[src/rtl/s2_conv_scheduler.sv]
// Stage-2 convolution scheduler: walks every (filter, row, col) point one per cycle
// and replays each point's result-buffer address DP_LAT cycles later as a write strobe.
module s2_conv_scheduler #(
    parameter int N_FILT   = 4,
    parameter int OUT_ROWS = 6,
    parameter int OUT_COLS = 6,
    parameter int DP_LAT   = 1
) (
    input  logic       clk_i,
    input  logic       rst_i,
    input  logic       start_i,
    input  logic       hold_i,
    output logic       busy_o,
    output logic       done_o,
    output logic       proc_valid_o,
    output logic [1:0] proc_dir_o,
    output logic [2:0] proc_row_o,
    output logic [2:0] proc_col_o,
    output logic       wr_en_o,
    output logic [7:0] wr_addr_o
);

    typedef enum logic [1:0] {IDLE, RUN, DRAIN, DONE} state_e;

    state_e     state_q, state_d;
    logic [1:0] dir_q, dir_d;
    logic [2:0] row_q, row_d;
    logic [2:0] col_q, col_d;
    logic       vld_q, vld_d;
    logic [7:0] addr_q, addr_d;
    logic       in_flight;

    always_comb begin
        state_d = state_q;
        dir_d   = dir_q;
        row_d   = row_q;
        col_d   = col_q;
        vld_d   = 1'b0;
        unique case (state_q)
            IDLE: begin
                if (start_i) begin
                    state_d = RUN;
                    dir_d   = '0;
                    row_d   = '0;
                    col_d   = '0;
                    vld_d   = 1'b1;
                end
            end
            RUN: begin
                if (!hold_i) begin
                    vld_d = 1'b1;
                    if (col_q == 3'(OUT_COLS - 1)) begin
                        col_d = '0;
                        if (row_q == 3'(OUT_ROWS - 1)) begin
                            row_d = '0;
                            dir_d = dir_q + 2'd1;
                        end else begin
                            row_d = row_q + 3'd1;
                        end
                    end else begin
                        col_d = col_q + 3'd1;
                    end
                    // Leave RUN on the edge that issues the final point.
                    if (dir_d == 2'(N_FILT - 1) && row_d == 3'(OUT_ROWS - 1) &&
                        col_d == 3'(OUT_COLS - 1))
                        state_d = DRAIN;
                end
            end
            DRAIN: begin
                if (!in_flight) state_d = DONE;
            end
            DONE: begin
                state_d = IDLE;
            end
            default: begin
                state_d = IDLE;
            end
        endcase
        addr_d = 8'(dir_d) * 8'(OUT_ROWS * OUT_COLS) + 8'(row_d) * 8'(OUT_COLS) + 8'(col_d);
    end

    always_ff @(posedge clk_i or posedge rst_i) begin
        if (rst_i) begin
            state_q <= IDLE;
            dir_q   <= '0;
            row_q   <= '0;
            col_q   <= '0;
            vld_q   <= 1'b0;
            addr_q  <= '0;
        end else begin
            state_q <= state_d;
            dir_q   <= dir_d;
            row_q   <= row_d;
            col_q   <= col_d;
            vld_q   <= vld_d;
            addr_q  <= addr_d;
        end
    end

    assign busy_o       = (state_q == RUN) || (state_q == DRAIN);
    assign done_o       = (state_q == DONE);
    assign proc_valid_o = vld_q;
    assign proc_dir_o   = dir_q;
    assign proc_row_o   = row_q;
    assign proc_col_o   = col_q;

    generate
        if (DP_LAT == 0) begin : g_nodly
            assign wr_en_o   = vld_q;
            assign wr_addr_o = vld_q ? addr_q : '0;
            assign in_flight = 1'b0;
        end else begin : g_dly
            logic [DP_LAT-1:0]       tok_vld_q;
            logic [DP_LAT-1:0][7:0]  tok_addr_q;

            always_ff @(posedge clk_i or posedge rst_i) begin
                if (rst_i) begin
                    tok_vld_q  <= '0;
                    tok_addr_q <= '0;
                end else begin
                    tok_vld_q[0]  <= vld_q;
                    tok_addr_q[0] <= vld_q ? addr_q : '0;
                    for (int i = 1; i < DP_LAT; i++) begin
                        tok_vld_q[i]  <= tok_vld_q[i-1];
                        tok_addr_q[i] <= tok_addr_q[i-1];
                    end
                end
            end

            // The output stage is being written this cycle, so it does not hold DRAIN open.
            always_comb begin
                in_flight = vld_q;
                for (int i = 0; i < DP_LAT - 1; i++)
                    in_flight = in_flight | tok_vld_q[i];
            end

            assign wr_en_o   = tok_vld_q[DP_LAT-1];
            assign wr_addr_o = tok_addr_q[DP_LAT-1];
        end
    endgenerate

endmodule

[config.mk]
export PLATFORM = sky130hd
export DESIGN_NAME = s2_conv_scheduler
export DESIGN_NICKNAME = d
export VERILOG_FILES = /design/src/rtl/s2_conv_scheduler.sv
export SDC_FILE = /design/constraint.sdc
export NUM_CORES = 1
export LEC_CHECK = 0
export CAP_MARGIN = 20
export CORE_MARGIN = 10
export CORE_UTILIZATION = 46
export CTS_CLUSTER_DIAMETER = 100
export DETAILED_ROUTE_END_ITERATION = 16
export HOLD_SLACK_MARGIN = 0.1
export PLACE_DENSITY = 0.74
export SLEW_MARGIN = 25
export SYNTH_ARGS = -nofsm -noshare
export SYNTH_HDL_FRONTEND = slang
export SYNTH_SLANG_ARGS = --single-unit
[constraint.sdc]
create_clock -name clk_i -period 3.5 [get_ports clk_i]
set_clock_uncertainty 0.2 [all_clocks]
set_input_delay 0.7 -clock clk_i [delete_from_list [all_inputs] [get_ports clk_i]]
set_output_delay 0.7 -clock clk_i [all_outputs]
set_load 0.05 [all_outputs]
==> results.txt, run 1 <==
The worst-path maximum fanout came out at 4. The number of vias after detailed routing came out at 974. The maximum root-to-sink buffer count is 2. Of the total synthesized cell area, the portion taken by XOR and XNOR cells is 0.0328. The worst setup path is captured at a register.

Yosys attributes the largest share of cell area to sky130_fd_sc_hd__dfrtp_1 51%, sky130_fd_sc_hd__ha_1 12%, sky130_fd_sc_hd__fa_1 4.5%, sky130_fd_sc_hd__and2_1 3.7%, sky130_fd_sc_hd__o21ai_0 2.6%. The critical path is of the reg2reg type. The leakage power of the design came out at 0.899 nW. The number of hold-repair buffers added at the cts stage is 0. Synthesis produced a netlist with a net count of 131. The clock sink count came out at 27.

Timing analysis after detailed placement gives a worst setup slack of -0.532 ns. The placeable core region is 2760 sq um. For this design the total switching power over the nets is 0.324 mW. The internal power consumption came out at 0.529 mW. After synthesis, the largest family of logic cells by area is adder cells. In the synthesized netlist, the number of instances is 111. The proportion of netlist area held by the largest area contributor is 0.506. The number of hold violations in the final report is 0.

The overall die width is 73.9 um. 24 I/O pins were placed. Of the cells placed in the final design, the portion with a size suffix greater than 1 is 0.272. The library cell used most frequently in the layout, excluding fill and tap cells, is sky130_fd_sc_hd__dfrtp_1.

Compared with the post-synthesis result, the final layout area differs by 38.4%. For this design the ratio of total power to cell area is 461 nW/um^2. The routed design could run at a clock period as short as 3.37 ns. Wires add up to 2730 um. The total area of sequential cells came out at 676 sq um.

The share of total power dissipated in the clock network is 0.172. The number of antenna violations at the first check in global routing was 0. For this run, the number of Yosys warnings is 0. The starting density of the core came out at 0.484. The root buffer cell is sky130_fd_sc_hd__clkbuf_4. The transition time at the pin with the least slew margin came out at 0.542 ns. The H-tree depth reported by CTS came out at 1. The synthesized cell area came out at 1340 sq um.

Entering global routing, the biggest net connects 28 pins. Of the total power, the share spent switching nets is 0.380. Walking the worst path, the cells encountered are inv_2 > ha_4 > and2b_4 > a211o_4 > o21ai_4 > o41ai_4 > buf_4 > fa_1 > ha_4 > fa_2 > a21o_1 > nand2_1 > xnor2_1. The congestion estimate from routability-driven global placement came to 0.804.

The TritonCTS buffer count is 3. Setup slack on the critical path of the routed design comes to 0.125 ns. The mean instance size in the synthesized netlist is 12.0 sq um.

The die footprint is 5460 sq um. The worst setup path is launched from a register. The synthesized design spends more area on one cell type than any other, namely sky130_fd_sc_hd__dfrtp_1. The clock latency on the worst-skew pair is 0.33 ns. The sum of negative setup slack came out at 0 ns. The run finished with clean final reports. The vertical die dimension came out at 73.9 um. TritonCTS built the clock tree.

Setup repair after global routing left no endpoint under its margin. The peak ir drop on the vdd network came out at 0.000344 V. Measured against its own limit, the worst slew margin works out to 0.635.

Data arrives at the worst endpoint at 3.45 ns. The number of nets in the finished design came out at 172. The detailed-router iteration count before antenna repair came out at 4.

The number of global-route vias before repair was 968. The register bit total from synthesis came out at 27. The total number of placement rows came out at 19.

The layout filler cell count came out at 224. The count of buffers added on input and output ports is 23. The via density per instance is 5.35. The number of maximum-capacitance constraint violations came out at 0. The slowest stage of the critical path belongs to the cell sky130_fd_sc_hd__fa_1. The number of max-slew violations in the final report came out at 0. The part of the power in combinational logic is 0.367. The DRC violation count after routing came out at 0. Of the total synthesized cell area, the portion taken by full adders, half adders and majority gates is 0.167. The proportion of synthesized chip area in sequential cells is 0.506.

The wire length of the first global-routing pass came out at 4450 um. The path class of the tightest hold or removal check is reg2reg. The global-route congestion overflow total came out at 0. The number of DRC markers after the initial detailed-route iteration came out at 50. Of the total synthesized cell area, the portion taken by AND, OR, NAND and NOR gates is 0.139. After clock tree synthesis, the clock-pin slew on the worst setup and hold paths is 0.15 ns. In this design, the critical path's most frequently occurring cell is sky130_fd_sc_hd__ha_4. The delay contributed by the slowest stage of the critical path is 0.57 ns. Static timing analysis puts the maximum clock frequency at 296 MHz. The multi-input logic area is 739 sq um. The number of nets with antenna violations after detailed routing came out at 0. The overall fraction of global-route tracks in use came out at 0.102. Among cell families on the critical path, the largest total delay comes from adder cells. The count of cell types in the netlist came out at 33. The share of cell area taken by muxes after synthesis is 0.0159.

The minimum hold slack came out at 0.274 ns. 0 antenna diodes ended up in the layout. The total setup violations reported at the end of the flow came out at 0. Counting both buffers and inverters, the worst setup path holds a total of 2.

The sequential share of power came out at 0.461. The worst endpoint required time came out at 3.57 ns. The sum of net half-perimeters after detailed placement came out at 2020 um. The per-cell routed wire length came out at 15.0 um. The top cell types in the final layout, fill and taps aside, are 27 x sky130_fd_sc_hd__dfrtp_1, 21 x sky130_fd_sc_hd__clkdlybuf4s50_1, 15 x sky130_fd_sc_hd__buf_4.

Of the available clock period, the critical path in the final layout requires 0.964. The core utilization of the finished layout is 0.670. The compound-cell area share of the yosys netlist is 0.114.
==> cells in the mapped netlist <==
library cell               instances
sky130_fd_sc_hd__dfrtp_1          27
sky130_fd_sc_hd__ha_1             13
sky130_fd_sc_hd__and2_1            8
sky130_fd_sc_hd__nand2_1           7
sky130_fd_sc_hd__o21ai_0           7
sky130_fd_sc_hd__inv_1             6
sky130_fd_sc_hd__nor2_1            4
sky130_fd_sc_hd__a21oi_1           3
sky130_fd_sc_hd__fa_1              3
sky130_fd_sc_hd__o41ai_1           3
sky130_fd_sc_hd__xor2_1            3
sky130_fd_sc_hd__a21o_1            2
sky130_fd_sc_hd__a221o_2           2
sky130_fd_sc_hd__nand3_1           2
sky130_fd_sc_hd__nor4bb_1          2
sky130_fd_sc_hd__xnor2_1           2
sky130_fd_sc_hd__a211o_1           1
sky130_fd_sc_hd__a21o_2            1
sky130_fd_sc_hd__a31oi_1           1
sky130_fd_sc_hd__and2b_4           1
sky130_fd_sc_hd__and3b_1           1
sky130_fd_sc_hd__and4b_1           1
sky130_fd_sc_hd__buf_4             1
sky130_fd_sc_hd__clkbuf_1          1
sky130_fd_sc_hd__mux2_2            1
sky130_fd_sc_hd__mux2i_1           1
sky130_fd_sc_hd__nand4b_1          1
sky130_fd_sc_hd__nor2_2            1
sky130_fd_sc_hd__nor3_1            1
sky130_fd_sc_hd__nor3b_1           1
sky130_fd_sc_hd__o21bai_1          1
sky130_fd_sc_hd__o31ai_1           1
sky130_fd_sc_hd__or2b_1            1
==> path summary, 6_finish.rpt <==
| path | cells after the start | endpoint | startpoint | slack, ns |
|---|---|---|---|---|
| setup / recovery | 13 | addr_q[6] | state_q[0] | 0.13 |
| hold / removal | 1 | wr_addr_o[5] | addr_q[5] | 0.27 |
| setup reg to reg | 13 | addr_q[6] | state_q[0] | 0.13 |
| hold reg to reg | 1 | wr_addr_o[5] | addr_q[5] | 0.27 |
| max in group asynchronous | 2 | proc_row_o[2] | rst_i | 2.23 |
| min in group asynchronous | 2 | wr_en_o | rst_i | 0.51 |
==> sequential cells by signal, summed over array words and instances, names as in the netlist, named ones only <==
register      flops
addr_q            7
proc_col_o        2
proc_dir_o        2
proc_row_o        3
proc_valid_o      1
state_q           2
wr_addr_o         8
wr_en_o           1
==> what timing repair did <==
| action | 4_1_cts | 5_1_grt |
|---|---|---|
| endpoints found under the setup margin | 4 | 3 |
| gates resized for setup | 12 | 6 |
| pin swaps | 9 | 7 |
| buffers inserted | 0 | 1 |
| gates cloned | 0 | 0 |
==> power groups by stage <==
stage          Sequential, mW  Combinational [mW]  Clock, mW
2_1_floorplan           0.480               0.106          0
3_5_place_dp            0.399               0.296          0
5_1_grt                 0.401               0.338      0.165
6_report                0.393               0.313      0.146
3_3_place_gp            0.397               0.294          0
4_1_cts                 0.393               0.312      0.149
==> layer usage <==
layer  track usage  vias to the layer above  routed length [um]  share of wire
met1         0.114                      484                1090           0.40
met2         0.177                       16                1460           0.53
met4        0.0497                        0                  57          0.021
li1              -                      468                   -              -
met5             0                        -                   0              0
met3        0.0229                        6                 128          0.047
==> stage by stage <==
step | cells | power [mW] | area [sq um]
finish | 182 | 0.853 | 1850
global route | 182 | 0.903 | 1850
CTS | 181 | 0.854 | 1800
detailed placement | 177 | 0.695 | 1720
global placement | 177 | 0.691 | 1720
floorplan | 111 | 0.587 | 1360
==> cells by family after synthesis <==
logic type               count (synthesis)
multiplexers                             2
AO/OA/AOI/OAI                           22
flip-flops                              27
buffers and inverters                    8
AND/OR/NAND/NOR                         31
adder cells (fa/ha/maj)                 16
XOR/XNOR                                 5
==> area by class of cell <==
type | count | area share
sequential | 27 | 0.366
tap | 31 | 0.0210
multi-input combinational | 76 | 0.400
timing repair buffer | 38 | 0.184
clock buffer | 3 | 0.0122
clock inverter | 1 | 0.00474
inverter | 6 | 0.0122
No activity file was read; power rests on OpenSTA's default activity.
==> inputs of run 2 (changes only) <==
Settings changed: CORE_UTILIZATION 46 to 51, PLACE_DENSITY 0.74 to 0.78.
Clock period 3.5 ns to 3.25 ns, I/O delays scaled along.
==> run 2 against run 1 <==
  * The run now ends with setup timing left
  * First-iteration DRC count decreased by 6.0%
  * Via count is 6.4% higher
  * Register-to-register slack got worse by 0.21 ns
  * Clock-buffer cell count stayed put
  * Worst hold slack is essentially flat
  * Critical path depth unchanged
  * Cell count increased by 5.5%
  * Setup slack worse by 0.21 ns
  * Clock power about the same
  * Maximum frequency grew 1.1%
  * Non-clock buffer count is 11 higher
  * Utilization increased by 12 points
  * Critical path type unchanged
  * Largest cell class unchanged
  * Highest routed layer unchanged
==> results.txt, run 2 (synthesized netlist as in run 1, its figures left out) <==
The minimum clock period after layout came out at 3.34 ns. After clock tree synthesis, the clock-pin slew on the worst setup and hold paths is 0.14 ns. Excluding fillers, the count of instances in the completed layout stands at 192. The detail route stage leaves a number of antenna-violating nets equal to 0. By startpoint and endpoint, the worst setup path is classified as reg2reg. The arrival time at the worst endpoint came out at 3.40 ns. The fraction of the cycle the final worst path needs came out at 1.03. The net switching power came out at 0.354 mW. The worst slew margin relative to its limit is 0.594.

The peak ir drop on the vdd network is 0.000396 V. The global placer's final weighted congestion is 0.874. The most critical setup path has its startpoint at state_q[1]. TritonCTS built the clock tree. The wire length of the first global-routing pass came out at 5040 um. The total power divided by cell area is 482 nW/um^2.

The quantity of I/O buffers inserted on ports is 23. The fraction of layout cells with a size suffix above 1 came out at 0.333. The number of DRC markers after the initial detailed-route iteration is 47. In this run, post-CTS hold repair placed 0 buffers. On the final layout, the worst hold slack is 0.275 ns. The part of the power in combinational logic came out at 0.400. The overall fraction of global-route tracks in use came out at 0.124. The switching fraction of total power came out at 0.376. The run finished, with violations left.

The sequential share of power is 0.448. The register with the most flip-flops in the layout has 8 of them. The vertical die dimension came out at 71.2 um. The global-route congestion overflow total is 0. The leakage power of the design is 0.955 nW. The clock passes through at most 2 buffers. The clock share of power is 0.152. The number of global-route vias before repair was 1,107. For this block, the via count after detailed routing is 1,036. Setup violations remaining at the end of the flow were counted as 4.

The clock latency on the worst-skew pair came out at 0.32 ns. The H-tree depth reported by CTS is 1. Setup repair after global routing could not meet its margin everywhere. In this run the horizontal extent of the chip is 71.2 um. In this run the critical register-to-register path is launched from state_q[1].

The final worst slack came out at -0.0885 ns. Dividing the detail-routed wire length by the instance count gives 16.0 um. The kind of end point of the critical path is a register. Once layout is complete, the utilization of the core stands at 0.786. The clock sink count came out at 27.

The final layout contains 183 nets. The number of maximum-capacitance constraint violations came out at 0. 0 antenna diodes ended up in the layout.

The startpoint identified for the worst hold timing path is addr_q[4]. The worst-path maximum fanout is 4. The DRC violation count after routing came out at 0. The top cell types in the final layout, fill and taps aside, are 26 x sky130_fd_sc_hd__dfrtp_1, 25 x sky130_fd_sc_hd__buf_4, 21 x sky130_fd_sc_hd__clkdlybuf4s50_1. The largest net degree at the start of global routing came out at 28. The TritonCTS buffer count is 3. The internal power consumption is 0.586 mW. The cell total after placement came out at 179. For this run, the detailed router's first-pass iteration total came to 4. The total number of placement rows came out at 18. The sum of net half-perimeters after detailed placement is 2240 um.

The relative area change from synthesis to final layout came out at 45.9%. The number of hold violations in the final report came to 0. The routed wire length is 3070 um. For this design the top-level I/O count stands at 24. The cell sitting at the root of the clock tree is a sky130_fd_sc_hd__clkbuf_4. The starting density of the core is 0.539. Static timing analysis puts the maximum clock frequency at 300 MHz. The number of antenna violations at the first check in global routing is 0. The most common cell after layout, fill and taps aside is sky130_fd_sc_hd__dfrtp_1.

STA classifies the critical path startpoint as a register. The via density per instance came out at 5.40. The worst min-delay path category is reg2reg.

The number of max-slew violations in the final report came out at 0. The transition time at the pin with the least slew margin is 0.603 ns. The placeable core region came out at 2480 sq um.

The final reports fail on setup timing. The sum of internal, switching and leakage power came out at 0.940 mW. The worst endpoint required time is 3.31 ns. The die footprint is 5060 sq um.
[run 2: cell types whose count changed in the layout (fill, tap and decap cells not counted), sizes merged]
| cell | previous run | this run |
|---|---|---|
| buf | 15 | 26 |
| clkinvlp | 0 | 1 |
| inv | 7 | 6 |
[run 2: worst max-delay path: stages (launching register included)]
cell,delay (ns)
sky130_fd_sc_hd__dfrtp_1,0.39
sky130_fd_sc_hd__inv_2,0.07
sky130_fd_sc_hd__ha_4,0.16
sky130_fd_sc_hd__and2b_4,0.17
sky130_fd_sc_hd__a211o_4,0.34
sky130_fd_sc_hd__o21ai_4,0.16
sky130_fd_sc_hd__o41ai_4,0.11
sky130_fd_sc_hd__ha_4,0.24
sky130_fd_sc_hd__fa_1,0.49
sky130_fd_sc_hd__ha_2,0.21
sky130_fd_sc_hd__fa_2,0.39
sky130_fd_sc_hd__a21o_1,0.16
sky130_fd_sc_hd__nand2_1,0.07
sky130_fd_sc_hd__xnor2_1,0.11
[run 2: layout make-up]
cell class,instances,area (sq um)
Clock buffer,3,22.5
Clock inverter,1,7.51
Fill cell,154,529
Inverter,6,22.5
Multi-Input combinational cell,76,754
Sequential cell,27,677
Tap cell,30,37.5
Timing Repair Buffer,49,427
[run 2: final timing paths]
kind / endpoint / slack, ns / cells past startpoint
worst max-delay path: addr_q[6] / -0.09 / 13
worst min-delay path: wr_addr_o[4] / 0.27 / 1
min in group asynchronous: wr_addr_o[5] / 0.45 / 3
worst min register to register: wr_addr_o[4] / 0.27 / 1
max in group asynchronous: state_q[0] / 2.14 / 3
worst max register to register: addr_q[6] / -0.09 / 13
[run 2: what timing repair did]
| item | 4_1_cts | 5_1_grt |
|---|---|---|
| endpoints found under the hold margin | 0 | 0 |
| pin swaps | 13 | 9 |
| resized for setup | 9 | 3 |
| endpoints found under the setup margin | 5 | 5 |
| buffers inserted | 9 | 0 |
[run 2: power by group through the flow]
| stage | combinational, mW | sequential [mW] | clock (mW) |
|---|---|---|---|
| 2_1_floorplan | 0.128 | 0.517 | 0 |
| 3_3_place_gp | 0.344 | 0.422 | 0 |
| 3_5_place_dp | 0.353 | 0.425 | 0 |
| 4_1_cts | 0.369 | 0.419 | 0.150 |
| 5_1_grt | 0.409 | 0.426 | 0.161 |
| 6_report | 0.376 | 0.421 | 0.143 |
[run 2: per-layer routing]
layer	vias up	routed length, um	GRT usage
met5	-	0	0
met1	503	1150	0.117
met2	30	1660	0.225
met3	13	129	0.0293
met4	0	121	0.0903
li1	490	-	-
[run 2: metrics by stage]
stage / TNS (ns) / cell area (sq um) / setup slack (ns)
final: -0.291 / 1950 / -0.0885
after global routing: -0.771 / 1950 / -0.224
after CTS: -0.504 / 1930 / -0.162
after detailed placement: -3.35 / 1800 / -0.742
after global placement: -2.95 / 1800 / -0.645
after floorplan: -0.255 / 1420 / -0.111
==> inputs of run 3 (changes only) <==
Settings changed: CORE_UTILIZATION 51 to 54, CTS_BUF_LIST from default to sky130_fd_sc_hd__clkbuf_8, PLACE_DENSITY 0.78 to 0.85.
==> run 3 against run 2 <==
  * The flow still finishes with violations (setup timing)
  * Sequential share of layout area decreased by 1.1 points
  * Worst hold slack got worse by 0.0091 ns
  * Register-to-register slack got worse by 0.09 ns
  * Clock-buffer cell count unchanged
  * Combinational power increased by 9.6%
  * Non-clock buffer count unchanged
  * Final area increased by 3.1%
  * Global-route usage increased by 2.6 points
  * Clock power increased by 40%
  * Routed wire length increased by 28%
  * Setup slack got worse by 0.086 ns
==> results.txt, run 3 (synthesized netlist as in run 1, its figures left out) <==
Compared with the post-synthesis result, the final layout area differs by 50.5%. The clock share of power came out at 0.194. The fraction of the cycle the final worst path needs came out at 1.05. The maximum clock frequency is 292 MHz.

In this run the power spent charging and discharging nets is 0.391 mW. The TritonCTS buffer count is 3. The startpoint type of the worst setup path is a register. The starting density of the core came out at 0.587.

The worst register-to-register path begins at state_q[1]. Clock-pin slew was measured on the worst setup and hold paths at 0.10 ns. The total setup violations reported at the end of the flow is 4.

The overall fraction of global-route tracks in use is 0.150. The detailed-router iteration count before antenna repair is 4. Of the total power, combinational logic draws 0.398. The register-to-register setup slack is -0.17 ns. The number of nets in the finished design came out at 183. CTS built an H-tree with a depth of 1. In this run the static leakage power is 0.973 nW. The flip-flop count of the largest register, all copies and words added came out at 8. The sequential share of power is 0.408. Measured in cells, the most critical reg-to-reg path has a length of 13. Setup repair after global routing could not meet its margin everywhere. The via density per instance came out at 5.79. The number of max-slew violations in the final report was 0. The arrival time at the worst endpoint is 3.43 ns. The worst endpoint required time came out at 3.26 ns. The checks that failed: setup timing. The number of antenna violations at the first check in global routing came to 0. The peak ir drop on the vdd network is 0.000434 V. The vertical die dimension is 69.7 um. The cell that appears most often on the critical path is sky130_fd_sc_hd__ha_4. The switching fraction of total power is 0.378.

The critical path buffer and inverter count came out at 3. Buffers placed on the I/O ports in this run total 23. The overall die width came out at 69.7 um.

The number of DRC markers after the initial detailed-route iteration came out at 53. The final route contains 1,100 vias. After floorplanning, the core was divided into 17 placement rows. For this design the ratio of total power to cell area is 515 nW/um^2. Setup total negative slack on the finished layout was measured at -0.644 ns. The minimum clock period after layout came out at 3.42 ns. The global-route congestion overflow total is 0. The number of standard cells in the final layout excluding fillers came out at 190.

The delay contributed by the slowest stage of the critical path is 0.55 ns. The clock sink count came out at 27. STA classifies the critical path endpoint as a register. The global placer's final weighted congestion came out at 0.917.

The flow ran to the end, but the final reports show violations. The number of nets with antenna violations after detailed routing came out at 0. For the pin with the worst max-slew slack, the measured transition is 0.927 ns. The number of global-route vias before repair is 1,246. The critical path in this run is classified as reg2reg. The slowest library cell on the worst path is sky130_fd_sc_hd__fa_1. The startpoint of the tightest hold check path is addr_q[1]. The largest net degree at the start of global routing is 28. The fraction of layout cells with a size suffix above 1 is 0.333. The CTS tree is built. The die footprint is 4860 sq um. The tightest min-delay check is of the reg2reg type. The most common cell after layout, fill and taps aside is sky130_fd_sc_hd__dfrtp_1. The minimum hold slack is 0.266 ns.

The number of hold violations in the final report is 0. The clock latency on the worst-skew pair came out at 0.28 ns. The DRC violation count after routing came out at 0. Walking the worst path, the cells encountered are inv_2 > ha_4 > buf_6 > nor2_4 > a211o_4 > buf_12 > a221o_2 > fa_1 > ha_4 > fa_2 > a21o_1 > nand2_1 > xnor2_1. The maximum root-to-sink buffer count came out at 2. The number of maximum-capacitance constraint violations is 0. The per-cell routed wire length is 20.7 um.

In this run the critical register-to-register path is captured at addr_q[6]. The root buffer cell chosen for the clock tree is sky130_fd_sc_hd__clkbuf_8. The kind of cell adding the most delay to the critical path is adder cells. Cell internal power was estimated by the tool at 0.644 mW. For this design the top-level I/O count stands at 24.

The wire length of the first global-routing pass is 6100 um. The number of antenna diodes came out at 0. In the layout the commonest cells are 27 x sky130_fd_sc_hd__dfrtp_1, 24 x sky130_fd_sc_hd__buf_4, 21 x sky130_fd_sc_hd__clkdlybuf4s50_1. The worst-path maximum fanout is 6. The routed wire length is 3930 um. The worst slew margin relative to its limit came out at 0.378. The sum of net half-perimeters after detailed placement came out at 2400 um. The hold-critical path depth came out at 1. The final worst slack came out at -0.174 ns. In this run, placement finished with an instance count of 177. OpenSTA, run right after detailed placement, puts the worst setup slack at -0.730 ns. The placeable core region came out at 2280 sq um. Tracing the worst setup path back leads to its startpoint at state_q[1]. The hold path endpoint is wr_addr_o[1].
run 3: changes by cell type in the layout (fill, tap and decap cells not counted), sizes merged:
cell      before  now
clkinv         0    1
clkinvlp       1    0
run 3: final cells by class:
class,count,area (sq um)
clock buffers,3,41.3
flip-flops and latches,27,676
multi-input cells,76,787
fillers,107,267
inverters,6,22.5
well taps,28,35.0
clock inverters,1,8.76
repair buffers,49,439
run 3: routing by layer:
| layer | routed length [um] | track usage | vias up |
|---|---|---|---|
| met5 | 0 | 0 | - |
| met4 | 124 | 0.0543 | 0 |
| met3 | 229 | 0.0228 | 10 |
| met2 | 2210 | 0.304 | 46 |
| met1 | 1360 | 0.144 | 556 |
| li1 | - | - | 488 |
run 3: metrics by stage:
stage / instance area (sq um) / total power, mW / utilization
after floorplan: 1420 / 0.645 / -
after global placement: 1800 / 0.766 / 0.791
after detailed placement: 1800 / 0.781 / 0.791
after CTS: 1950 / 1.00 / 0.858
after global routing: 2010 / 1.08 / 0.883
final: 2010 / 1.04 / 0.883
run 3: power by group through the flow:
stage | sequential (mW) | clock [mW] | combinational [mW]
floorplan | 0.517 | 0 | 0.128
global route | 0.429 | 0.213 | 0.440
finish | 0.423 | 0.200 | 0.412
detailed placement | 0.426 | 0 | 0.355
global placement | 0.422 | 0 | 0.343
CTS | 0.421 | 0.202 | 0.382
run 3: worst max-delay path by stage:
stage	slack [ns]	endpoint	cells after the start
after detailed placement	-0.73	addr_q[6]	12
after floorplan	-0.11	addr_q[6]	11
final	-0.17	addr_q[6]	13
after global placement	-0.65	addr_q[6]	12
after global routing	-0.27	addr_q[6]	14
after CTS	-0.19	addr_q[6]	14
run 3: what timing repair did:
action                                  in CTS  in global routing
hold endpoints to repair                     0                  0
gates resized for setup                      9                  8
endpoints found under the setup margin       5                  5
pin swaps                                   17                 10
setup buffers                                7                  2
hold buffers                                 0                  0
